`config.mk`:
```
export PLATFORM = sky130hd
export DESIGN_NAME = mult_seq_unit_flat
export DESIGN_NICKNAME = d
export VERILOG_FILES = /design/src/rtl/mult_seq_unit_if.sv /design/src/rtl/mult_seq_unit.sv /design/src/flat_wrapper.sv
export SDC_FILE = /design/constraint.sdc
export NUM_CORES = 1
export LEC_CHECK = 0
export ABC_AREA = 1
export ABC_CLOCK_PERIOD_IN_PS = 1950
export CAP_MARGIN = 20
export CORE_MARGIN = 2
export CORE_UTILIZATION = 45
export CTS_BUF_LIST = sky130_fd_sc_hd__clkbuf_16
export CTS_CLUSTER_DIAMETER = 120
export DETAILED_ROUTE_END_ITERATION = 10
export PLACE_DENSITY = 0.65
export SYNTH_ARGS = -nofsm -noshare
export SYNTH_HDL_FRONTEND = slang
export SYNTH_SLANG_ARGS = --single-unit
```
`constraint.sdc`:
```
create_clock -name clk -period 1.95 [get_ports clk]
set_input_delay 0.585 -clock clk [delete_from_list [all_inputs] [get_ports clk]]
set_output_delay 0.585 -clock clk [all_outputs]
set_load 0.05 [all_outputs]
```
`src/rtl/mult_seq_unit_if.sv`:
```
// Handshake/result bundle between the EX-stage issue logic and the sequential multiplier.
// The master drives the request side; the multiplier (slave) drives the HiLo-facing results.
interface mult_seq_unit_if #(
    parameter int WIDTH = 32,
    parameter int CNT_W = 6
);
    logic                 start;
    logic                 is_signed;
    logic                 acc_in;
    logic [WIDTH-1:0]     OpA;
    logic [WIDTH-1:0]     OpB;
    logic [2*WIDTH-1:0]   MultAns;
    logic [CNT_W-1:0]     Signal;
    logic                 add;
    logic                 busy;

    modport master (
        output start, is_signed, acc_in, OpA, OpB,
        input  MultAns, Signal, add, busy
    );

    modport slave (
        input  start, is_signed, acc_in, OpA, OpB,
        output MultAns, Signal, add, busy
    );
endinterface

```
`src/rtl/mult_seq_unit.sv`:
```
// Radix-2 shift-add multiplier for MULT/MULTU/MADD/MADDU feeding the HiLo register.
// One product per start; Signal counts the iterations, then pulses OUT_CODE for one cycle.
module mult_seq_unit #(
    parameter int               WIDTH    = 32,
    parameter int               CNT_W    = 6,
    parameter logic [CNT_W-1:0] OUT_CODE = 6'b111111
) (
    input  logic            clk,
    input  logic            reset,
    mult_seq_unit_if.slave  bus
);
    localparam int PW = 2 * WIDTH;

    localparam logic [1:0] S_IDLE = 2'd0;
    localparam logic [1:0] S_RUN  = 2'd1;
    localparam logic [1:0] S_DONE = 2'd2;

    localparam logic [CNT_W-1:0] LAST = CNT_W'(WIDTH);
    localparam logic [CNT_W-1:0] ONE  = CNT_W'(1);
    localparam logic [CNT_W-1:0] TWO  = CNT_W'(2);

    logic [1:0]        state;
    logic [PW-1:0]     acc;
    logic [PW-1:0]     mcand;
    logic [WIDTH-1:0]  mplier;
    logic [CNT_W-1:0]  count;
    logic              neg;
    logic              acc_lat;

    logic              take;
    logic [WIDTH-1:0]  a_mag;
    logic [WIDTH-1:0]  b_mag;
    logic              neg_next;

    // Signed operands are reduced to magnitudes; -2^31 keeps its bit pattern as unsigned 2^31.
    always_comb begin
        take     = bus.start && (state == S_IDLE || state == S_DONE);
        a_mag    = (bus.is_signed && bus.OpA[WIDTH-1]) ? -bus.OpA : bus.OpA;
        b_mag    = (bus.is_signed && bus.OpB[WIDTH-1]) ? -bus.OpB : bus.OpB;
        neg_next = bus.is_signed && (bus.OpA[WIDTH-1] ^ bus.OpB[WIDTH-1]);
    end

    always_ff @(posedge clk or negedge reset) begin
        if (!reset) begin
            state       <= S_IDLE;
            acc         <= '0;
            mcand       <= '0;
            mplier      <= '0;
            count       <= '0;
            neg         <= 1'b0;
            acc_lat     <= 1'b0;
            bus.MultAns <= '0;
            bus.Signal  <= '0;
            bus.add     <= 1'b0;
            bus.busy    <= 1'b0;
        end else if (take) begin
            state       <= S_RUN;
            acc         <= '0;
            mcand       <= {{WIDTH{1'b0}}, a_mag};
            mplier      <= b_mag;
            count       <= '0;
            neg         <= neg_next;
            acc_lat     <= bus.acc_in;
            bus.Signal  <= ONE;
            bus.busy    <= 1'b1;
        end else begin
            case (state)
                S_IDLE: begin
                    bus.Signal <= '0;
                    bus.busy   <= 1'b0;
                end
                S_RUN: begin
                    // The finishing cycle after the last step only applies the sign, so the
                    // final product comes straight from a register rather than an adder chain.
                    if (count == LAST) begin
                        state       <= S_DONE;
                        bus.MultAns <= neg ? -acc : acc;
                        bus.Signal  <= OUT_CODE;
                        bus.add     <= acc_lat;
                        bus.busy    <= 1'b0;
                    end else begin
                        if (mplier[0]) begin
                            acc <= acc + mcand;
                        end
                        mcand  <= mcand << 1;
                        mplier <= mplier >> 1;
                        count  <= count + ONE;
                        if (count < LAST - ONE) begin
                            bus.Signal <= count + TWO;
                        end
                    end
                end
                S_DONE: begin
                    state      <= S_IDLE;
                    bus.Signal <= '0;
                    bus.busy   <= 1'b0;
                end
                default: begin
                    state      <= S_IDLE;
                    bus.Signal <= '0;
                    bus.busy   <= 1'b0;
                end
            endcase
        end
    end
endmodule

```
`src/flat_wrapper.sv`:
```
// flat-port wrapper written by rule: the top's interface ports become plain ports
module mult_seq_unit_flat 
#(
    parameter int               WIDTH    = 32,
    parameter int               CNT_W    = 6,
    parameter logic [CNT_W-1:0] OUT_CODE = 6'b111111
)
  (clk, reset, bus_start, bus_is_signed, bus_acc_in, bus_OpA, bus_OpB, bus_MultAns, bus_Signal, bus_add, bus_busy);
  mult_seq_unit_if #(.WIDTH(WIDTH), .CNT_W(CNT_W)) bus_i ();
  input  logic clk;
  input  logic reset;
  input wire logic [$bits(bus_i.start)-1:0] bus_start;
  input wire logic [$bits(bus_i.is_signed)-1:0] bus_is_signed;
  input wire logic [$bits(bus_i.acc_in)-1:0] bus_acc_in;
  input wire logic [$bits(bus_i.OpA)-1:0] bus_OpA;
  input wire logic [$bits(bus_i.OpB)-1:0] bus_OpB;
  output wire logic [$bits(bus_i.MultAns)-1:0] bus_MultAns;
  output wire logic [$bits(bus_i.Signal)-1:0] bus_Signal;
  output wire logic [$bits(bus_i.add)-1:0] bus_add;
  output wire logic [$bits(bus_i.busy)-1:0] bus_busy;
  assign bus_i.start = bus_start;
  assign bus_i.is_signed = bus_is_signed;
  assign bus_i.acc_in = bus_acc_in;
  assign bus_i.OpA = bus_OpA;
  assign bus_i.OpB = bus_OpB;
  assign bus_MultAns = bus_i.MultAns;
  assign bus_Signal = bus_i.Signal;
  assign bus_add = bus_i.add;
  assign bus_busy = bus_i.busy;
  mult_seq_unit #(.WIDTH(WIDTH), .CNT_W(CNT_W), .OUT_CODE(OUT_CODE)) u_core (.clk(clk), .reset(reset), .bus(bus_i));
endmodule
```
==> run metrics <==
post-DR vias/cell=5.36; Max Slew Vio Count=0; total power=0.0590 W; maximum clock rate=468 MHz; Post-Syn Area=19000 um^2; CTS tree=done; unrepaired setup endpoints after global routing=true; Die Area=43900 um^2; Syn. warnings=0; dominant cell type by area after synthesis=dfrtp_1; Total Wirelength=78800 um; synthesis-to-layout area growth=60.8%; Max FO, Critical Path=4; DRT Pass-1 Iters=6; core area=41900 um^2; Synth top cells by count=1082 x nand2_1, 557 x inv_1, 282 x nor2_1; first-pass GRT wire length=116000 um; # nets final=3922; path category of the worst min-delay check=in -> reg; num rows=75; register area share after synthesis=31.8%; Gate Count Post-Synth=3088; Synth Register Bits=242; Die W=210 um; WL per Instance=18.1 um; violated checks=setup timing; Hold WS=0.307 ns; GPL Wtd Cong=0.959; MaxCap Viol Count=0; Crit path arrival time=2.60 ns; largest net degree at the start of global routing=78; nature of the critical path startpoint=register; Root Buffer Master=clkbuf_16; Tcrit/Tclk final=109%; status=finished, violations left; most frequent cell after synthesis=nand2_1; EDFF count, synth=0; leakage power=15.7 nW; Yosys top cell area share=31.8%; vias post-DR=23300; H-tree depth=1; antenna cell count=0; Starting DRT DRC Count=1925; Synth area leaders=dfrtp_1 32%, nand2_1 21%, inv_1 11%; top_reg_cell synth=dfrtp_1; Place WS=-0.598 ns; Starting Density=45.4%; # IOs=141; critical path required time=2.42 ns; GR Overflow Total=0; relative max-transition margin=71.2%; Final setup viols=63; Mapped Avg Cell Area=6.16 um^2; final period demand of the worst path=2.13 ns; antenna viol nets, final=0; VDD IR max=0.00112 V; asr flop ratio synth=100%; CP Capture Type=register; CTS Sinks=242; Unique masters post-synth=47; DRC violations left=0; fin worst setup slack=-0.184 ns; Crit Path Category=reg -> reg; setup TNS=-4.23 ns; CTS Buffer Depth=3; Die Y-Extent=210 um; Slew @ Worst Pin=0.431 ns; Post-DP HPWL=55900 um; Clock transition at path regs=0.06 ns; Tot GR Track Use=33.0%; Inserted Clock Buffers=29; Syn Nets=3227; Clock Latency Late Sink=0.61 ns; Buffers on Ports=140; clock skew=0.0288 ns; vias in the first global route=22100; PwrDens=1930 nW/um^2; share of cells above drive strength 1=40.4%; antenna violations before repair=0; Hold Vio Cnt, Final=0
-- cell usage in the layout (no fill, tap or decap), types with 17 or more instances in the layout --
master / count
dfrtp_2: 39
buf_6: 70
inv_1: 483
o211ai_1: 18
nand4_1: 44
clkdlybuf4s50_1: 66
o221ai_1: 28
nor2_4: 69
nor2_2: 67
inv_2: 78
o21ai_1: 52
o22ai_1: 40
xor2_1: 32
buf_12: 21
nand3_2: 57
buf_4: 564
o21ai_2: 17
a21oi_2: 35
o21ai_0: 88
a21oi_1: 43
nand3_4: 23
nand2_4: 84
ha_4: 60
dfrtp_1: 203
nand2_1: 784
clkbuf_16: 34
nand3_1: 165
nand2_2: 213
nor2_1: 156
-- power by group --
part | internal (W) | switching [W]
clock | 0.00294 | 0.00229
sequential | 0.00735 | 0.00225
combinational | 0.0187 | 0.0255
total | 0.0290 | 0.0300
-- per-stage QoR --
step                      instance area [um^2]  cells  util (%)
after floorplan                          19000   3088         -
after global placement                   24600   4191      58.7
after detailed placement                 24600   4191      58.7
after CTS                                27600   4280      65.9
after global routing                     30600   4342      73.1
final                                    30600   4342      73.1
-- critical path, stage by stage, from the launching register on --
cell	delay, ns
dfrtp_1	0.46
ha_4	0.34
nand2_1	0.13
nor2_2	0.18
nand2_2	0.08
buf_4	0.14
nor2_2	0.10
nand2_2	0.08
nand3_4	0.14
nand2_2	0.07
nand2_4	0.10
nand2_1	0.06
nand2_1	0.05
o21ai_1	0.06
-- registers in the layout (all words and copies together), names as in the netlist --
name and cells:
u_core.acc 64, u_core.acc_lat 1, u_core.bus.MultAns 64, u_core.bus.Signal 6, u_core.bus.add 1, u_core.bus.busy 1
u_core.count 6, u_core.mcand 64, u_core.mplier 32, u_core.neg 1, u_core.state 2
-- layout make-up --
type                       instances  area (um^2)
clock buffer                      29          726
sequential                       242         6100
tap                              539          674
inverter                         568         2190
multi-input combinational       2208        14300
fill                            3227        11300
timing repair buffer             734         6400
clock inverter                    22          160
-- kinds of logic (layout without fill, tap and decap cells) --
kind of cell,count (synthesis),after routing,share of synthesized area [%]
AO/OA/AOI/OAI,379,379,11.5
adder cells (fa/ha/maj),70,70,4.64
XOR/XNOR,41,41,1.89
flip-flops,242,242,31.8
AND/OR/NAND/NOR,1718,1718,37.0
buffers and inverters,638,1353,13.1
-- per-layer routing --
metal | up-vias | part of all wire (%) | GRT usage (%)
met4 | 0 | 4.2 | 8.71
met5 | - | 0 | 0
li1 | 11100 | - | -
met3 | 214 | 8.1 | 4.73
met2 | 913 | 45 | 54.3
met1 | 11000 | 42 | 45.7
-- what timing repair did --
item	in CTS	in global routing
hold endpoints to repair	29	0
gates cloned	2	8
hold buffers	1	0
buffers inserted	37	58
pin swaps	103	292
endpoints found under the setup margin	97	161
resized for setup	429	736
-- worst paths after layout --
path / from / endpoint / slack, ns / depth (start not counted)
worst max register to register: u_core.acc[7] / u_core.acc[38] / -0.18 / 13
min in group asynchronous: reset / u_core.bus.MultAns[21] / 0.48 / 2
worst min-delay path: bus_OpB[0] / u_core.mplier[0] / 0.31 / 3
worst max-delay path: u_core.acc[7] / u_core.acc[38] / -0.18 / 13
worst min register to register: u_core.bus.MultAns[42] / u_core.bus.MultAns[42] / 0.47 / 2
max in group asynchronous: reset / u_core.mcand[31] / 0.76 / 3
Note: power is estimated with default switching activity, not from simulation.
